$ cat src/rtl/regfile_write_arbiter_if.sv
// Bundle of WB, LU result, issue/hazard and register-file write-port signals
// seen by regfile_write_arbiter.
interface regfile_write_arbiter_if;
    // Writeback stage
    logic        wb_valid;
    logic [4:0]  wb_idx;
    logic [31:0] wb_data;

    // Long-latency unit result
    logic        lu_valid;
    logic        lu_ready;
    logic [4:0]  lu_idx;
    logic [31:0] lu_data;

    // Decode issue and hazard check
    logic        issue_valid;
    logic [4:0]  issue_idx;
    logic [4:0]  chk_rs1;
    logic [4:0]  chk_rs2;
    logic [4:0]  chk_rd;
    logic        hazard;
    logic [31:0] busy_mask;
    logic        stall_req;

    // Register file write port
    logic        rf_wr_en;
    logic [4:0]  rf_wr_idx;
    logic [31:0] rf_wr_data;
    logic        err;

    // Arbiter view
    modport master (
        input  wb_valid, wb_idx, wb_data,
        input  lu_valid, lu_idx, lu_data,
        input  issue_valid, issue_idx, chk_rs1, chk_rs2, chk_rd,
        output lu_ready, hazard, busy_mask, stall_req,
        output rf_wr_en, rf_wr_idx, rf_wr_data, err
    );

    // Pipeline / register-file view
    modport slave (
        output wb_valid, wb_idx, wb_data,
        output lu_valid, lu_idx, lu_data,
        output issue_valid, issue_idx, chk_rs1, chk_rs2, chk_rd,
        input  lu_ready, hazard, busy_mask, stall_req,
        input  rf_wr_en, rf_wr_idx, rf_wr_data, err
    );
endinterface

$ cat src/rtl/regfile_write_arbiter.sv
// Shares the register-file write port between WB and a FIFO of long-latency results,
// with a destination scoreboard for decode hazards and a starvation-driven WB stall.
module regfile_write_arbiter #(
    parameter int unsigned FIFO_DEPTH   = 2,
    parameter int unsigned STARVE_LIMIT = 4
) (
    input logic                     clk,
    input logic                     reset,
    regfile_write_arbiter_if.master bus
);

    localparam int unsigned PtrW    = (FIFO_DEPTH > 1) ? $clog2(FIFO_DEPTH) : 1;
    localparam int unsigned CntW    = $clog2(FIFO_DEPTH + 1);
    localparam int unsigned StarveW = $clog2(STARVE_LIMIT + 1);

    // FIFO storage has no reset; emptiness is tracked by count_q alone.
    logic [4:0]  idx_mem  [FIFO_DEPTH];
    logic [31:0] data_mem [FIFO_DEPTH];

    logic [PtrW-1:0]    wr_ptr_q, wr_ptr_d;
    logic [PtrW-1:0]    rd_ptr_q, rd_ptr_d;
    logic [CntW-1:0]    count_q, count_d;
    logic [StarveW-1:0] starve_q, starve_d;
    logic               stall_q, stall_d;
    logic [31:0]        busy_q, busy_d;
    logic               err_q, err_d;

    logic        fifo_empty;
    logic        lu_ready;
    logic        push;
    logic        pop;
    logic        wb_eff;
    logic        wb_take;
    logic [4:0]  head_idx;
    logic [31:0] head_data;

    assign fifo_empty = (count_q == '0);
    assign lu_ready   = (count_q < CntW'(FIFO_DEPTH));
    assign push       = bus.lu_valid & lu_ready;
    assign head_idx   = idx_mem[rd_ptr_q];
    assign head_data  = data_mem[rd_ptr_q];

    assign wb_eff  = bus.wb_valid & (bus.wb_idx != 5'd0);
    assign wb_take = wb_eff & ~stall_q;
    // The FIFO drains whenever WB does not claim the port, including x0 writes.
    assign pop     = ~wb_take & ~fifo_empty;

    always_comb begin
        wr_ptr_d = wr_ptr_q;
        rd_ptr_d = rd_ptr_q;
        count_d  = count_q;
        if (push) begin
            wr_ptr_d = wr_ptr_q + PtrW'(1);
        end
        if (pop) begin
            rd_ptr_d = rd_ptr_q + PtrW'(1);
        end
        case ({push, pop})
            2'b10:   count_d = count_q + CntW'(1);
            2'b01:   count_d = count_q - CntW'(1);
            default: count_d = count_q;
        endcase
    end

    always_comb begin
        starve_d = starve_q;
        stall_d  = stall_q;
        if (pop || fifo_empty) begin
            starve_d = '0;
        end else if (wb_take && (starve_q != StarveW'(STARVE_LIMIT))) begin
            starve_d = starve_q + StarveW'(1);
        end
        if (pop) begin
            stall_d = 1'b0;
        end else if (starve_d == StarveW'(STARVE_LIMIT)) begin
            stall_d = 1'b1;
        end
    end

    // Clear first so that a same-edge issue to the popped index keeps it busy.
    always_comb begin
        busy_d = busy_q;
        if (pop && (head_idx != 5'd0)) begin
            busy_d[head_idx] = 1'b0;
        end
        if (bus.issue_valid && (bus.issue_idx != 5'd0)) begin
            busy_d[bus.issue_idx] = 1'b1;
        end
        busy_d[0] = 1'b0;
    end

    always_comb begin
        err_d = err_q;
        if (bus.issue_valid && (bus.issue_idx != 5'd0) && busy_q[bus.issue_idx]) begin
            err_d = 1'b1;
        end
        if (wb_eff && stall_q) begin
            err_d = 1'b1;
        end
        if (pop && (head_idx != 5'd0) && !busy_q[head_idx]) begin
            err_d = 1'b1;
        end
        if (bus.lu_valid && !lu_ready && !busy_q[bus.lu_idx]) begin
            err_d = 1'b1;
        end
    end

    always_ff @(posedge clk or posedge reset) begin
        if (reset) begin
            wr_ptr_q <= '0;
            rd_ptr_q <= '0;
            count_q  <= '0;
            starve_q <= '0;
            stall_q  <= 1'b0;
            busy_q   <= '0;
            err_q    <= 1'b0;
        end else begin
            wr_ptr_q <= wr_ptr_d;
            rd_ptr_q <= rd_ptr_d;
            count_q  <= count_d;
            starve_q <= starve_d;
            stall_q  <= stall_d;
            busy_q   <= busy_d;
            err_q    <= err_d;
        end
    end

    always_ff @(posedge clk) begin
        if (push) begin
            idx_mem[wr_ptr_q]  <= bus.lu_idx;
            data_mem[wr_ptr_q] <= bus.lu_data;
        end
    end

    // Write port; held idle during reset even if WB is presenting a write.
    always_comb begin
        bus.rf_wr_en   = 1'b0;
        bus.rf_wr_idx  = 5'd0;
        bus.rf_wr_data = 32'd0;
        if (!reset) begin
            if (wb_take) begin
                bus.rf_wr_en   = 1'b1;
                bus.rf_wr_idx  = bus.wb_idx;
                bus.rf_wr_data = bus.wb_data;
            end else if (pop && (head_idx != 5'd0)) begin
                bus.rf_wr_en   = 1'b1;
                bus.rf_wr_idx  = head_idx;
                bus.rf_wr_data = head_data;
            end
        end
    end

    assign bus.lu_ready  = lu_ready;
    assign bus.busy_mask = busy_q;
    assign bus.stall_req = stall_q;
    assign bus.err       = err_q;
    assign bus.hazard    = busy_q[bus.chk_rs1] | busy_q[bus.chk_rs2] | busy_q[bus.chk_rd];

endmodule
$ cat src/flat_wrapper.sv
// flat-port wrapper written by rule: the top's interface ports become plain ports
module regfile_write_arbiter_flat 
#(
    parameter int unsigned FIFO_DEPTH   = 2,
    parameter int unsigned STARVE_LIMIT = 4
)
  (clk, reset, bus_wb_valid, bus_wb_idx, bus_wb_data, bus_lu_valid, bus_lu_idx, bus_lu_data, bus_issue_valid, bus_issue_idx, bus_chk_rs1, bus_chk_rs2, bus_chk_rd, bus_lu_ready, bus_hazard, bus_busy_mask, bus_stall_req, bus_rf_wr_en, bus_rf_wr_idx, bus_rf_wr_data, bus_err);
  regfile_write_arbiter_if bus_i ();
  input logic clk;
  input logic reset;
  input wire logic [$bits(bus_i.wb_valid)-1:0] bus_wb_valid;
  input wire logic [$bits(bus_i.wb_idx)-1:0] bus_wb_idx;
  input wire logic [$bits(bus_i.wb_data)-1:0] bus_wb_data;
  input wire logic [$bits(bus_i.lu_valid)-1:0] bus_lu_valid;
  input wire logic [$bits(bus_i.lu_idx)-1:0] bus_lu_idx;
  input wire logic [$bits(bus_i.lu_data)-1:0] bus_lu_data;
  input wire logic [$bits(bus_i.issue_valid)-1:0] bus_issue_valid;
  input wire logic [$bits(bus_i.issue_idx)-1:0] bus_issue_idx;
  input wire logic [$bits(bus_i.chk_rs1)-1:0] bus_chk_rs1;
  input wire logic [$bits(bus_i.chk_rs2)-1:0] bus_chk_rs2;
  input wire logic [$bits(bus_i.chk_rd)-1:0] bus_chk_rd;
  output wire logic [$bits(bus_i.lu_ready)-1:0] bus_lu_ready;
  output wire logic [$bits(bus_i.hazard)-1:0] bus_hazard;
  output wire logic [$bits(bus_i.busy_mask)-1:0] bus_busy_mask;
  output wire logic [$bits(bus_i.stall_req)-1:0] bus_stall_req;
  output wire logic [$bits(bus_i.rf_wr_en)-1:0] bus_rf_wr_en;
  output wire logic [$bits(bus_i.rf_wr_idx)-1:0] bus_rf_wr_idx;
  output wire logic [$bits(bus_i.rf_wr_data)-1:0] bus_rf_wr_data;
  output wire logic [$bits(bus_i.err)-1:0] bus_err;
  assign bus_i.wb_valid = bus_wb_valid;
  assign bus_i.wb_idx = bus_wb_idx;
  assign bus_i.wb_data = bus_wb_data;
  assign bus_i.lu_valid = bus_lu_valid;
  assign bus_i.lu_idx = bus_lu_idx;
  assign bus_i.lu_data = bus_lu_data;
  assign bus_i.issue_valid = bus_issue_valid;
  assign bus_i.issue_idx = bus_issue_idx;
  assign bus_i.chk_rs1 = bus_chk_rs1;
  assign bus_i.chk_rs2 = bus_chk_rs2;
  assign bus_i.chk_rd = bus_chk_rd;
  assign bus_lu_ready = bus_i.lu_ready;
  assign bus_hazard = bus_i.hazard;
  assign bus_busy_mask = bus_i.busy_mask;
  assign bus_stall_req = bus_i.stall_req;
  assign bus_rf_wr_en = bus_i.rf_wr_en;
  assign bus_rf_wr_idx = bus_i.rf_wr_idx;
  assign bus_rf_wr_data = bus_i.rf_wr_data;
  assign bus_err = bus_i.err;
  regfile_write_arbiter #(.FIFO_DEPTH(FIFO_DEPTH), .STARVE_LIMIT(STARVE_LIMIT)) u_core (.clk(clk), .reset(reset), .bus(bus_i));
endmodule
$ cat config.mk
export PLATFORM = sky130hd
export DESIGN_NAME = regfile_write_arbiter_flat
export DESIGN_NICKNAME = d
export VERILOG_FILES = /design/src/rtl/regfile_write_arbiter_if.sv /design/src/rtl/regfile_write_arbiter.sv /design/src/flat_wrapper.sv
export SDC_FILE = /design/constraint.sdc
export NUM_CORES = 1
export LEC_CHECK = 0
export ABC_AREA = 0
export BUFFER_PORTS_ARGS = -buffer_cell sky130_fd_sc_hd__buf_2
export CAP_MARGIN = 0
export CORE_UTILIZATION = 58
export CTS_CLUSTER_SIZE = 30
export DETAILED_ROUTE_END_ITERATION = 12
export GPL_ROUTABILITY_DRIVEN = 0
export HOLD_SLACK_MARGIN = 0.02
export MAX_ROUTING_LAYER = met4
export PLACE_DENSITY_LB_ADDON = 0.2
export SETUP_SLACK_MARGIN = 0.5
export SLEW_MARGIN = 20
export SYNTH_ARGS = -nofsm -noshare
export SYNTH_HDL_FRONTEND = slang
export SYNTH_SLANG_ARGS = --single-unit
export TNS_END_PERCENT = 5
$ cat constraint.sdc
create_clock -name clk -period 7.7 [get_ports clk]
set_input_delay 1.155 -clock clk [delete_from_list [all_inputs] [get_ports clk]]
set_output_delay 1.155 -clock clk [all_outputs]
set_load 0.02 [all_outputs]
==> impl_metrics.toml <==
[sta]
tightest_slew_ns = 0.962
fin_worst_skew_ns = 0.00609
setup_tns_ns = 0
final_hold_viol_count = 0
setup_viol_count_final = 0
fin_crit_sh = 0.566
slew_headroom = 0.356
min_period_ns = 4.36
maxSlewViolCount = 0
rsz0062_at_grt = "no"
fmax_ghz = 0.229

[finish]
final_nets = 802
multi_input_area_um2 = 3210
num_antenna_cells = 0
drive_gt1_frac = 0.405
regArea_um2 = 3230
postLayoutCellArea_um2 = 8130
area_growth_pct = 23.8
fillers = 738
stdcell_count = 853

[floorplan]
coreArea_um2 = 10900
die_w_um = 108
die-area_um2 = 11700
start_util = 0.600
chipHeight_um = 108
pin_count = 173
rows = 38

[clock_network]
insertion_delay_ns = 0.41
cts_tree = "built"
cts_resized = 0
postCtsHoldBufs = 0
h-tree-depth = 4
cts_buffer_depth = 2
clk_pin_slew_worst_paths_ns = 0.05
ctsRootBufferMaster = "clkbuf_16"
cts_made_buffers = 17
cts_sinks = 114
cts_setup_buffers = 0

[power_and_ir_drop]
irDropWorstVdd_mv = 0.210
power_mw = 3.10
leakagePower_nw = 3.27
p_per_area_nw_per_um2 = 381

[placement]
place_hpwl_mm = 12.2
dp.cells = 820
placed_cell_area_um2 = 7520
numPortBuffers = 171

[routing]
antenna_left = 0
drtIter0Drc = 656
first_pass_iters = 5
wirelength_mm = 18.8
via_count = 5622
drc = 0
avgRoutedWirePerCell_um = 22.0
avgViaCountPerCell = 6.59

[logic_synthesis]
syn-num-nets = 640
netlist_area_um2 = 6570
async_flop_share = 0.351
synth-seq-area-share = 0.491
yosysWarnings = 0
ys_types = 54
synth-edff-count = 74
syn-instance-count = 538
avgSynthCellArea_um2 = 12.2
ys_ff_latch = 114
synth-main-ff-cell = "edfxtp_1"

[global_routing]
grt_max_degree = 55
overflow = 0
antenna_found_initial = 0
grt_pass1_vias = 5424
grt_use_total = 0.338
grt_pass1_wl_mm = 28.0

[setup_path]
criticalPathCategory = "in -> out"
rr_endpoint = "u_core.bus.err$_DFFE_PP0P_"
rr_startpoint = "u_core.rd_ptr_q$_DFFE_PP0P_"
critPathRequiredTime_ns = 6.55
worst-r2r-setup-slack_ns = 4.76
startpoint = "bus_wb_idx[2]"
cp-end-kind = "output pin"
critPathArrivalTime_ns = 3.20
cp_max_fo = 34
cp-start-kind = "primary input"
worst_r2r_path_depth = 6

[status]
status = "completed"

[job]
maxCapViolCount = 0

[hold_path]
min_path_cells = 1
hold_path_end = "u_core.wr_ptr_q$_DFFE_PP0P_"
hp-start = "u_core.wr_ptr_q$_DFFE_PP0P_"
hold_path_class = "reg -> reg"
## layout by cell type, fill, tap and decap left out, types with 2 or more instances in the layout
master and n:
clkinvlp_4 4, nor3_1 7, nor2b_1 5, buf_4 3
or3_1 2, a21oi_1 15, nor3b_1 2, a32oi_1 2
inv_1 10, o2bb2ai_1 2, mux2_2 34, inv_6 5
a22oi_1 44, dfrtp_1 39, buf_2 171, xnor2_1 5
nand2_1 18, mux2i_1 28, o21ai_0 69, ha_1 3
a32o_1 2, o31ai_1 2, mux4_2 36, o32ai_1 2
clkbuf_16 17, nand3_1 8, nor2_1 48, o22ai_1 2
a21o_1 2, edfxtp_1 74, or2b_1 2, nand3b_1 8
nand2b_1 9, clkinv_1 2, bufinv_16 2, or3b_2 3
## layout make-up
type,count,share of cell area
Clock buffer,17,0.0523
Inverter,10,0.00462
Timing Repair Buffer,175,0.111
Clock inverter,15,0.0191
Sequential cell,114,0.397
Multi-Input combinational cell,382,0.395
Tap cell,140,0.0216
## cells in the mapped netlist (2+ instances only)
cell type / count / share of area
o2bb2ai_1: 2 / 0.0027
a32oi_1: 2 / 0.0027
nand3b_1: 8 / 0.0091
a22oi_1: 44 / 0.050
o22ai_1: 2 / 0.0019
dfrtp_1: 40 / 0.15
nor3_1: 7 / 0.0053
nor2_1: 49 / 0.028
edfxtp_1: 74 / 0.34
nand2_1: 18 / 0.010
nand3_1: 8 / 0.0061
or2b_1: 2 / 0.0023
mux4_2: 36 / 0.12
o21ai_0: 69 / 0.053
nand2b_1: 9 / 0.0086
mux2_2: 34 / 0.058
o31ai_1: 2 / 0.0023
or3b_2: 3 / 0.0040
clkbuf_1: 26 / 0.015
buf_2: 3 / 0.0023
inv_1: 10 / 0.0057
mux2i_1: 28 / 0.043
ha_1: 3 / 0.0057
nor3b_1: 2 / 0.0023
o32ai_1: 3 / 0.0040
xnor2_1: 5 / 0.0067
a21o_1: 2 / 0.0023
nor2b_1: 5 / 0.0048
or3_1: 2 / 0.0019
a21oi_1: 15 / 0.011
a32o_1: 2 / 0.0030
## how the worst max path moves through the flow
| stage | end | depth (start not counted) | slack, ns |
|---|---|---|---|
| floorplan | bus_hazard | 5 | 3.64 |
| global placement | bus_rf_wr_idx[3] | 8 | 3.37 |
| CTS | bus_rf_wr_data[19] | 7 | 3.11 |
| finish | bus_rf_wr_data[1] | 8 | 3.34 |
| detailed placement | bus_rf_wr_data[4] | 8 | 3.34 |
| global route | bus_rf_wr_idx[1] | 8 | 3.11 |
## where the power goes
part / leakage, nW / internal, mW / total, mW / switching (mW)
clock network: 0.272 / 0.478 / 0.763 / 0.285
logic: 1.84 / 0.535 / 1.14 / 0.604
registers: 1.16 / 0.833 / 1.20 / 0.362
total: 3.27 / 1.85 / 3.10 / 1.25
## routing by layer
metal | share of wire | wire length [um] | vias up | track usage
met1 | 0.36 | 6780 | 2701 | 0.418
met2 | 0.49 | 9150 | 387 | 0.514
met3 | 0.11 | 2090 | 77 | 0.0880
met4 | 0.039 | 733 | 0 | 0.181
li1 | - | - | 2457 | -
met5 | 0 | 0 | - | -
## registers in the layout, summed over array words and instances (netlist names)
register,cells
u_core.wr_ptr_q,1
u_core.bus.err,1
u_core.data_mem,64
u_core.bus.busy_mask,31
u_core.count_q,2
u_core.idx_mem,10
u_core.rd_ptr_q,1
u_core.starve_q,3
u_core.bus.stall_req,1
## through the flow
step / hold WS, ns / worst slack, ns / utilization
2_1_floorplan: 0.460 / 3.64 / -
3_3_place_gp: 0.522 / 3.37 / 0.687
3_5_place_dp: 0.534 / 3.34 / 0.687
4_1_cts: 0.563 / 3.11 / 0.741
5_1_grt: 0.599 / 3.11 / 0.743
6_report: 0.565 / 3.34 / 0.743
## cells by family after synthesis
family	share of synthesized area
buffers and inverters	0.0263
xor gates and xnor gates	0.00800
DFF	0.491
and+or+nand+nor	0.0898
adders and majority gates	0.00572
other	0.000571
muxes	0.231
AOI/OAI and AO/OA	0.148
## critical path: stages
cell	delay, ns
buf_2	0.11
nor4_1	0.64
a211oi_4	0.15
a311oi_4	0.27
buf_4	0.40
a22oi_1	0.13
nor2_1	0.14
buf_2	0.18
No activity file was read; power rests on OpenSTA's default activity.
